<file path="config.mk">
export PLATFORM = sky130hd
export DESIGN_NAME = ar_out_credit_buffer_flat
export DESIGN_NICKNAME = d
export VERILOG_FILES = /design/src/rtl/ar_out_credit_buffer_if.sv /design/src/rtl/ar_out_credit_buffer.sv /design/src/flat_wrapper.sv
export SDC_FILE = /design/constraint.sdc
export NUM_CORES = 1
export LEC_CHECK = 0
export CAP_MARGIN = 15
export CELL_PAD_IN_SITES_DETAIL_PLACEMENT = 1
export CELL_PAD_IN_SITES_GLOBAL_PLACEMENT = 1
export CORE_MARGIN = 2
export CORE_UTILIZATION = 47
export DETAILED_ROUTE_END_ITERATION = 10
export PLACE_DENSITY_LB_ADDON = 0.1
export SETUP_SLACK_MARGIN = 0.15
export SYNTH_ARGS = -nofsm -noshare
export SYNTH_HDL_FRONTEND = slang
export SYNTH_SLANG_ARGS = --single-unit
</file>
<file path="constraint.sdc">
create_clock -name clk -period 5.65 [get_ports clk]
set_input_delay 1.4125 -clock clk [delete_from_list [all_inputs] [get_ports clk]]
set_output_delay 1.4125 -clock clk [all_outputs]
set_load 0.02 [all_outputs]
</file>
<file path="src/rtl/ar_out_credit_buffer_if.sv">
// AR channel bundle: request fields plus valid/ready.
// valid/ready: a transfer happens on a posedge where both are high; once valid
// is raised the sender holds valid and every field stable until that transfer.
interface ar_if #(
  parameter int ID_WIDTH    = 4,
  parameter int ADDR_WIDTH  = 32,
  parameter int LEN_WIDTH   = 8,
  parameter int SIZE_WIDTH  = 3,
  parameter int BURST_WIDTH = 2,
  parameter int QOS_WIDTH   = 4
) ();
  logic                   valid;
  logic                   ready;
  logic [ID_WIDTH-1:0]    id;
  logic [ADDR_WIDTH-1:0]  addr;
  logic [LEN_WIDTH-1:0]   len;
  logic [SIZE_WIDTH-1:0]  size;
  logic [BURST_WIDTH-1:0] burst;
  logic [QOS_WIDTH-1:0]   qos;

  modport receiver (
    input  valid, id, addr, len, size, burst, qos,
    output ready
  );

  modport sender (
    output valid, id, addr, len, size, burst, qos,
    input  ready
  );
endinterface

</file>
<file path="src/rtl/ar_out_credit_buffer.sv">
// Outgoing AR buffer: FIFO plus a stable output register, empty-bypass,
// outstanding-read credit throttling, synchronous flush and occupancy status.
module ar_out_credit_buffer #(
  parameter int ID_WIDTH        = 4,
  parameter int ADDR_WIDTH      = 32,
  parameter int LEN_WIDTH       = 8,
  parameter int SIZE_WIDTH      = 3,
  parameter int BURST_WIDTH     = 2,
  parameter int QOS_WIDTH       = 4,
  parameter int DEPTH           = 8,
  parameter int AFULL_THRESH    = 6,
  parameter int MAX_OUTSTANDING = 16,
  localparam int CNT_W          = $clog2(DEPTH + 1),
  localparam int OST_W          = $clog2(MAX_OUTSTANDING + 1)
) (
  input  logic             clk,
  input  logic             rst_n,
  ar_if.receiver           ar_in,
  ar_if.sender             ar_out,
  input  logic             r_done,
  input  logic             flush,
  output logic             buffer_full,
  output logic             buffer_almost_full,
  output logic [CNT_W-1:0] occupancy,
  output logic [OST_W-1:0] outstanding,
  output logic             throttled
);

  localparam int PTR_W = $clog2(DEPTH);
  localparam int PW    = ID_WIDTH + ADDR_WIDTH + LEN_WIDTH + SIZE_WIDTH
                       + BURST_WIDTH + QOS_WIDTH;

  logic [PW-1:0]    mem [DEPTH];
  logic [PW-1:0]    pay_in;
  logic [PW-1:0]    out_pay_q, out_pay_d;
  logic             out_valid_q, out_valid_d;
  logic [PTR_W-1:0] wr_ptr_q, wr_ptr_d;
  logic [PTR_W-1:0] rd_ptr_q, rd_ptr_d;
  logic [CNT_W-1:0] occupancy_q, occupancy_d;
  logic [OST_W-1:0] outstanding_q, outstanding_d;

  logic in_ready, push, slot_free, credit_ok, fifo_empty;
  logic load, pop, bypass, fifo_wr, r_done_eff;

  function automatic logic [PTR_W-1:0] ptr_inc(input logic [PTR_W-1:0] p);
    return (p == PTR_W'(DEPTH - 1)) ? '0 : p + PTR_W'(1);
  endfunction

  assign pay_in = {ar_in.id, ar_in.addr, ar_in.len, ar_in.size,
                   ar_in.burst, ar_in.qos};

  always_comb begin
    fifo_empty = (occupancy_q == '0);
    in_ready   = rst_n & ~buffer_full & ~flush;
    push       = ar_in.valid & in_ready;
    slot_free  = ~out_valid_q | ar_out.ready;
    credit_ok  = (outstanding_q < OST_W'(MAX_OUTSTANDING));
    // Nothing leaves the FIFO in the flush cycle; the ORG itself is untouched.
    load       = slot_free & credit_ok & ~flush & (~fifo_empty | push);
    pop        = load & ~fifo_empty;
    bypass     = load & fifo_empty;
    fifo_wr    = push & ~bypass;
    // A completion with nothing outstanding is dropped rather than wrapping.
    r_done_eff = r_done & (outstanding_q != '0);
  end

  always_comb begin
    wr_ptr_d      = wr_ptr_q;
    rd_ptr_d      = rd_ptr_q;
    occupancy_d   = occupancy_q;
    outstanding_d = outstanding_q;
    out_pay_d     = out_pay_q;
    out_valid_d   = load | (out_valid_q & ~ar_out.ready);

    if (fifo_wr) wr_ptr_d = ptr_inc(wr_ptr_q);
    if (pop)     rd_ptr_d = ptr_inc(rd_ptr_q);

    case ({fifo_wr, pop})
      2'b10:   occupancy_d = occupancy_q + CNT_W'(1);
      2'b01:   occupancy_d = occupancy_q - CNT_W'(1);
      default: occupancy_d = occupancy_q;
    endcase

    case ({load, r_done_eff})
      2'b10:   outstanding_d = outstanding_q + OST_W'(1);
      2'b01:   outstanding_d = outstanding_q - OST_W'(1);
      default: outstanding_d = outstanding_q;
    endcase

    if (pop)         out_pay_d = mem[rd_ptr_q];
    else if (bypass) out_pay_d = pay_in;

    if (flush) begin
      wr_ptr_d    = '0;
      rd_ptr_d    = '0;
      occupancy_d = '0;
    end
  end

  always_ff @(posedge clk or negedge rst_n) begin
    if (!rst_n) begin
      wr_ptr_q      <= '0;
      rd_ptr_q      <= '0;
      occupancy_q   <= '0;
      outstanding_q <= '0;
      out_valid_q   <= 1'b0;
    end else begin
      wr_ptr_q      <= wr_ptr_d;
      rd_ptr_q      <= rd_ptr_d;
      occupancy_q   <= occupancy_d;
      outstanding_q <= outstanding_d;
      out_valid_q   <= out_valid_d;
    end
  end

  // Payload storage carries no reset; validity is tracked by the flops above.
  always_ff @(posedge clk) begin
    if (fifo_wr) mem[wr_ptr_q] <= pay_in;
    out_pay_q <= out_pay_d;
  end

  always @(posedge clk) begin
    if (rst_n) assert (!(r_done && outstanding_q == '0));
  end

  assign ar_in.ready        = in_ready;
  assign ar_out.valid       = out_valid_q;
  assign {ar_out.id, ar_out.addr, ar_out.len, ar_out.size,
          ar_out.burst, ar_out.qos} = out_pay_q;
  assign buffer_full        = (occupancy_q == CNT_W'(DEPTH));
  assign buffer_almost_full = (occupancy_q >= CNT_W'(AFULL_THRESH));
  assign occupancy          = occupancy_q;
  assign outstanding        = outstanding_q;
  assign throttled          = (~fifo_empty | ar_in.valid) & slot_free & ~credit_ok;

endmodule

</file>
<file path="src/flat_wrapper.sv">
// flat-port wrapper written by rule: the top's interface ports become plain ports
module ar_out_credit_buffer_flat 
#(
  parameter int ID_WIDTH        = 4,
  parameter int ADDR_WIDTH      = 32,
  parameter int LEN_WIDTH       = 8,
  parameter int SIZE_WIDTH      = 3,
  parameter int BURST_WIDTH     = 2,
  parameter int QOS_WIDTH       = 4,
  parameter int DEPTH           = 8,
  parameter int AFULL_THRESH    = 6,
  parameter int MAX_OUTSTANDING = 16,
  localparam int CNT_W          = $clog2(DEPTH + 1),
  localparam int OST_W          = $clog2(MAX_OUTSTANDING + 1)
)
  (clk, rst_n, r_done, flush, buffer_full, buffer_almost_full, occupancy, outstanding, throttled, ar_in_valid, ar_in_id, ar_in_addr, ar_in_len, ar_in_size, ar_in_burst, ar_in_qos, ar_in_ready, ar_out_valid, ar_out_id, ar_out_addr, ar_out_len, ar_out_size, ar_out_burst, ar_out_qos, ar_out_ready);
  ar_if #(.ID_WIDTH(ID_WIDTH), .ADDR_WIDTH(ADDR_WIDTH), .LEN_WIDTH(LEN_WIDTH), .SIZE_WIDTH(SIZE_WIDTH), .BURST_WIDTH(BURST_WIDTH), .QOS_WIDTH(QOS_WIDTH)) ar_in_i ();
  ar_if #(.ID_WIDTH(ID_WIDTH), .ADDR_WIDTH(ADDR_WIDTH), .LEN_WIDTH(LEN_WIDTH), .SIZE_WIDTH(SIZE_WIDTH), .BURST_WIDTH(BURST_WIDTH), .QOS_WIDTH(QOS_WIDTH)) ar_out_i ();
  input  logic clk;
  input  logic rst_n;
  input  logic r_done;
  input  logic flush;
  output logic buffer_full;
  output logic buffer_almost_full;
  output logic [CNT_W-1:0] occupancy;
  output logic [OST_W-1:0] outstanding;
  output logic throttled;
  input wire logic [$bits(ar_in_i.valid)-1:0] ar_in_valid;
  input wire logic [$bits(ar_in_i.id)-1:0] ar_in_id;
  input wire logic [$bits(ar_in_i.addr)-1:0] ar_in_addr;
  input wire logic [$bits(ar_in_i.len)-1:0] ar_in_len;
  input wire logic [$bits(ar_in_i.size)-1:0] ar_in_size;
  input wire logic [$bits(ar_in_i.burst)-1:0] ar_in_burst;
  input wire logic [$bits(ar_in_i.qos)-1:0] ar_in_qos;
  output wire logic [$bits(ar_in_i.ready)-1:0] ar_in_ready;
  output wire logic [$bits(ar_out_i.valid)-1:0] ar_out_valid;
  output wire logic [$bits(ar_out_i.id)-1:0] ar_out_id;
  output wire logic [$bits(ar_out_i.addr)-1:0] ar_out_addr;
  output wire logic [$bits(ar_out_i.len)-1:0] ar_out_len;
  output wire logic [$bits(ar_out_i.size)-1:0] ar_out_size;
  output wire logic [$bits(ar_out_i.burst)-1:0] ar_out_burst;
  output wire logic [$bits(ar_out_i.qos)-1:0] ar_out_qos;
  input wire logic [$bits(ar_out_i.ready)-1:0] ar_out_ready;
  assign ar_in_i.valid = ar_in_valid;
  assign ar_in_i.id = ar_in_id;
  assign ar_in_i.addr = ar_in_addr;
  assign ar_in_i.len = ar_in_len;
  assign ar_in_i.size = ar_in_size;
  assign ar_in_i.burst = ar_in_burst;
  assign ar_in_i.qos = ar_in_qos;
  assign ar_in_ready = ar_in_i.ready;
  assign ar_out_valid = ar_out_i.valid;
  assign ar_out_id = ar_out_i.id;
  assign ar_out_addr = ar_out_i.addr;
  assign ar_out_len = ar_out_i.len;
  assign ar_out_size = ar_out_i.size;
  assign ar_out_burst = ar_out_i.burst;
  assign ar_out_qos = ar_out_i.qos;
  assign ar_out_i.ready = ar_out_ready;
  ar_out_credit_buffer #(.ID_WIDTH(ID_WIDTH), .ADDR_WIDTH(ADDR_WIDTH), .LEN_WIDTH(LEN_WIDTH), .SIZE_WIDTH(SIZE_WIDTH), .BURST_WIDTH(BURST_WIDTH), .QOS_WIDTH(QOS_WIDTH), .DEPTH(DEPTH), .AFULL_THRESH(AFULL_THRESH), .MAX_OUTSTANDING(MAX_OUTSTANDING)) u_core (.clk(clk), .rst_n(rst_n), .ar_in(ar_in_i), .ar_out(ar_out_i), .r_done(r_done), .flush(flush), .buffer_full(buffer_full), .buffer_almost_full(buffer_almost_full), .occupancy(occupancy), .outstanding(outstanding), .throttled(throttled));
endmodule
</file>
# ---- Word level (Yosys, flattened, before mapping)
# Memories as Yosys holds them, arrays and structs flattened.
# Cells that the tools add are included.
dict set report totals {
  regBits 69
  ram_bits 424
  in_bits 59
  out_inout_bits 67
  wordCells 66
  memories 1
}
# memory depth width rd rd_clocked_by_memory_dff write_ports line_no
set memory_table {}
lappend memory_table {u_core.mem 8 53 1 0 1 ar_out_credit_buffer.sv:33} ;# logic [PW-1:0] mem [DEPTH];
dict set report op_classes {
  n_addsub 6
  n_lt_le_gt_ge 2
  eq_ne 7
  n_mux 13
  bitwise 24
  reduce_logical 7
}
# operator count
set op_table {}
lappend op_table {{53-bit two-way mux} 2}
lappend op_table {{3-bit two-way mux} 6}
lappend op_table {{1-bit bitwise AND} 13}
lappend op_table {{5-bit one-hot mux with 2 select lines} 1}
lappend op_table {{4-bit one-hot mux with 2 select lines} 1}
lappend op_table {{2-bit nonzero test} 4}
lappend op_table {{1-bit inverter} 7}
lappend op_table {{3-bit by 1-bit adder with 3-bit output, second input constant} 2}
lappend op_table {{3-bit == test, second input constant} 2}
lappend op_table {{5-bit by 1-bit adder with 5-bit output, second input constant} 1}
lappend op_table {{5-bit less-than comparator, second input constant} 1}
lappend op_table {{5-bit nonzero test} 1}
lappend op_table {{5-bit by 1-bit subtractor with 5-bit output, second input constant} 1}
lappend op_table {{4-bit by 1-bit adder with 4-bit output, second input constant} 1}
lappend op_table {{2-bit by 1-bit == test with 1-bit output, second input constant} 2}
lappend op_table {{2-bit == test, second input constant} 2}
lappend op_table {{4-bit == test, second input constant} 1}
lappend op_table {{4-bit by 3-bit >= comparator with 1-bit output, second input constant} 1}
lappend op_table {{4-bit logical NOT} 1}
lappend op_table {{4-bit two-way mux} 1}
lappend op_table {{1-bit bitwise OR} 4}
lappend op_table {{4-bit by 1-bit subtractor with 4-bit output, second input constant} 1}
lappend op_table {{3-bit nonzero test} 1}
lappend op_table {{1-bit two-way mux} 2}

# ---- Logic depth before layout (Yosys ltp)
dict set report depth {
  ltp_word 13
  mapped_depth 11
  mapped_depth_nobuf 11
}

# ---- Least setup slack after synthesis
# OpenSTA, ideal clock, no wires.
dict set report synth_path {
  path_type {input to register}
  startpoint {in ar_in_valid}
  endpoint {mem u_core.mem[1][0] (netlist bit) (enable)}
  setup_ps 529
  t_arrival_ps 5796
  required_ps 5121
  slack_ps -675
  stages 5
  path_buffers 0
  path_cell_list {nand2_1 nor3_4 o21ai_2 or2_2 nor3_1}
}
dict set report synth_via {
  elab_chain_cells 8
}
# element line_no
set synth_lines {}
lappend synth_lines {{start, declared} flat_wrapper.sv:28} ;# input wire logic [$bits(ar_in_i.valid)-1:0] ar_in_valid;
lappend synth_lines {{1-bit bitwise AND (*)} ar_out_credit_buffer.sv:55} ;# push = ar_in.valid & in_ready;
lappend synth_lines {{1-bit bitwise OR} ar_out_credit_buffer.sv:59} ;# load = slot_free & credit_ok & ~flush & (~fifo_empty | push);
lappend synth_lines {{1-bit bitwise AND} ar_out_credit_buffer.sv:59}
lappend synth_lines {{1-bit bitwise AND} ar_out_credit_buffer.sv:61} ;# bypass = load & fifo_empty;
lappend synth_lines {{1-bit inverter} ar_out_credit_buffer.sv:62} ;# fifo_wr = push & ~bypass;
lappend synth_lines {{1-bit bitwise AND (*)} ar_out_credit_buffer.sv:62}
lappend synth_lines {{1-bit two-way mux (*)} ar_out_credit_buffer.sv:118} ;# if (fifo_wr) mem[wr_ptr_q] <= pay_in;
lappend synth_lines {{1-bit two-way mux (not written as such) (*)} ar_out_credit_buffer.sv:118}
lappend synth_lines {{end, declared} ar_out_credit_buffer.sv:33}
# Every way passes the cells marked *; elsewhere a longest branch is shown, timed or not.

# ---- Final worst setup path
dict set report layout_path {
  startpoint {in flush}
  endpoint {out ar_in_ready}
}
dict set report layout_via {
  elab_chain_cells 2
}
# element line_no
set layout_lines {}
lappend layout_lines {{start, declared} flat_wrapper.sv:22} ;# input logic flush;
lappend layout_lines {{1-bit inverter} ar_out_credit_buffer.sv:54} ;# in_ready = rst_n & ~buffer_full & ~flush;
lappend layout_lines {{1-bit bitwise AND} ar_out_credit_buffer.sv:54}
lappend layout_lines {{end, declared} flat_wrapper.sv:35} ;# output wire logic [$bits(ar_in_i.ready)-1:0] ar_in_ready;
# Every way passes these cells.

==> results.cfg <==
[sta]
maxSlewViolCount = 0
fmax_mhz = 225
fin_worst_hold_slack_ns = 0.556
period_needed_ns = 4.44
relSlewSlack_pct = 43.1
rsz0062_at_grt = false
period_share_pct = 78.6
setup_violations = 0
fin_skew_ns = 0.0207
tightest_slew_ns = 0.854
fin_tns_setup_ns = 0
finalHoldViolations = 0

[critical_path]
worst_setup_path_start_kind = primary input
worstSetupPathType = in2out
required_ns = 4.24
worst_ep_arrival_time_ns = 3.03
cp_cell_sequence = clkdlybuf4s50_1, nor3b_1, clkdlybuf4s50_1
slowest_delay_ns = 0.67
critPathSlowestCell = clkdlybuf4s50_1
crit_path_end_kind = output pin
critical_path.max_fanout = 13
cpMostUsedCell = clkdlybuf4s50_1

[yosys]
synth_flop_cell = edfxtp_1
yosysTopAreaCell = edfxtp_1
synth_warnings = 0
synth_seq_area_share_pct = 77.3
syn_area_per_cell_um2 = 21.1
synth_top_area_share_pct = 75.2
netlist_instances = 903
synth_nets = 974
ys_top_cells_by_count = edfxtp_1, mux4_2, nand2_1, o21ai_0, mux2i_1
syn_area_mm2 = 0.0190
ys_seq_elements = 493
ys_top_cells_by_area = edfxtp_1, mux4_2, mux2i_1
synth-edff-count = 477
synthArstFlopShare_pct = 3.25
synth_most_common_cell = edfxtp_1
ys_types = 41

[clock_network]
htree_levels = 2
insertion_delay_ns = 0.59
cts-resized-gates = 0
numCtsBuffers = 50
post_cts_buffers = 0
cts.sinks = 493
cts_hold_buf = 0
cts_tree = built
path_clk_slew_ns = 0.06
ctsRootBufferMaster = clkbuf_16
clockBufferDepth = 3

[global_route]
grt_pass1_wl_um = 59600
grt_max_degree = 67
track_usage_pct = 19.1
overflow = 0
grt_pass1_vias = 9771
antenna_found_initial = 1

[floorplanning]
io_pins = 126
die-area_mm2 = 0.0421
core_area_mm2 = 0.0398
rows = 73
dieWidth_um = 205
initial_core_util_pct = 47.8
die_h_um = 205

[power]
swShare_pct = 26.6
power_density_mw_per_mm2 = 421
internal_power_w = 0.00699
switchingPower_w = 0.00253
p_comb_share_pct = 20.4
p_seq_share_pct = 46.5
peakVddDrop_uv = 277
p_clk_share_pct = 33.1
p_leak_nw = 7.11

[run_status]
status = completed

[route]
postRouteAntennaNets = 0
vias = 8884
wl_um = 38500
viasPerCell = 5.48
firstDrtPassIters = 5
drt_iter0_markers = 502
drt-wirelength-per-cell_um = 23.7
drc = 0

[placed_design]
dpl.hpwl_um = 21900
portBuffers = 125
place_congestion = 0.719

[cells_and_area]
fin_util_pct = 56.7
diodes = 0
finalNetCount = 1127
drive_gt1_share_pct = 19.6
area_growth_pct = 18.7

[flow_run]
cap_violations = 0

[hold_path]
hold_class = reg2reg
[metrics by stage]
step / total power (W) / cells / worst slack (ns) / instance area [µm²]
6_report: 0.00952 / 1621 / 1.21 / 22600
5_1_grt: 0.00995 / 1621 / 1.08 / 22600
4_1_cts: 0.00967 / 1621 / 1.20 / 22600
3_5_place_dp: 0.00650 / 1529 / 1.04 / 21000
3_3_place_gp: 0.00646 / 1529 / 1.15 / 21000
2_1_floorplan: 0.00577 / 903 / 0.751 / 19000
[worst paths after layout]
check,startpoint,to,slack [ns],cells after the start
max in group asynchronous,rst_n,u_core.rd_ptr_q[2],4.06,2
min in group asynchronous,rst_n,u_core.wr_ptr_q[0],1.10,1
max reg2reg,u_core.occupancy[0],u_core.outstanding[4],2.35,11
min,u_core.outstanding[2],u_core.outstanding[2],0.56,2
min reg2reg,u_core.outstanding[2],u_core.outstanding[2],0.56,2
max,flush,ar_in_ready,1.21,3
[power groups by stage]
stage | Sequential [W] | Clock, W | Combinational, W
6_report | 0.00443 | 0.00315 | 0.00194
5_1_grt | 0.00446 | 0.00336 | 0.00213
3_5_place_dp | 0.00452 | 0 | 0.00199
4_1_cts | 0.00444 | 0.00324 | 0.00200
3_3_place_gp | 0.00451 | 0 | 0.00195
2_1_floorplan | 0.00457 | 0 | 0.00121
[layout by cell type (no fill, tap or decap), drive strengths merged, types with 4 or more instances in the layout]
| master | synthesis | layout |
|---|---|---|
| nand2b | 7 | 7 |
| nor2 | 8 | 8 |
| clkdlybuf4s50 | 0 | 125 |
| inv | 10 | 13 |
| dfrtp | 16 | 16 |
| edfxtp | 477 | 477 |
| clkbuf | 16 | 64 |
| buf | 28 | 20 |
| nor3 | 4 | 4 |
| nand3b | 5 | 5 |
| mux2i | 56 | 56 |
| a21oi | 7 | 7 |
| clkinv | 0 | 21 |
| o21ai | 62 | 62 |
| ha | 10 | 10 |
| nand2 | 61 | 61 |
| mux4 | 106 | 106 |
[metal layers]
metal,GRT usage [%],vias up,wire length (µm)
met5,0,-,13
met4,5.55,2,716
met3,3.41,54,1620
met2,31.1,175,19200
met1,26.6,4657,16900
li1,-,3996,-
[cell families (layout without fill, tap and decap cells)]
group	Yosys count	count (layout)	share of synthesized area [%]
adders and majority gates	12	12	0.868
DFF	493	493	77.3
xor gates and xnor gates	5	5	0.230
buffers and inverters	54	247	1.28
and+or+nand+nor	99	99	2.57
AOI/OAI and AO/OA	78	78	2.20
muxes	162	162	15.5
[state kept, by name, indices dropped and copies added, names as in the netlist]
register and flops:
u_core.mem 424, u_core.wr_ptr_q 3, u_core.occupancy 4, u_core.out_pay_q 53, u_core.ar_out.valid 1, u_core.outstanding 5
u_core.rd_ptr_q 3
[worst max-delay path: cells and delay by family]
| family | cells | cell delay (ns) |
|---|---|---|
| and+or+nand+nor | 1 | 0.30 |
| buffers and inverters | 2 | 1.31 |
[layout make-up]
class	instances	area (µm²)
timing repair buffer	145	1480
clock inverter	28	231
inverter	10	37.5
sequential	493	14700
tap	525	657
fill	3536	17200
multi-input combinational	356	4140
clock buffer	64	1330
No activity file was read; power rests on OpenSTA's default activity.
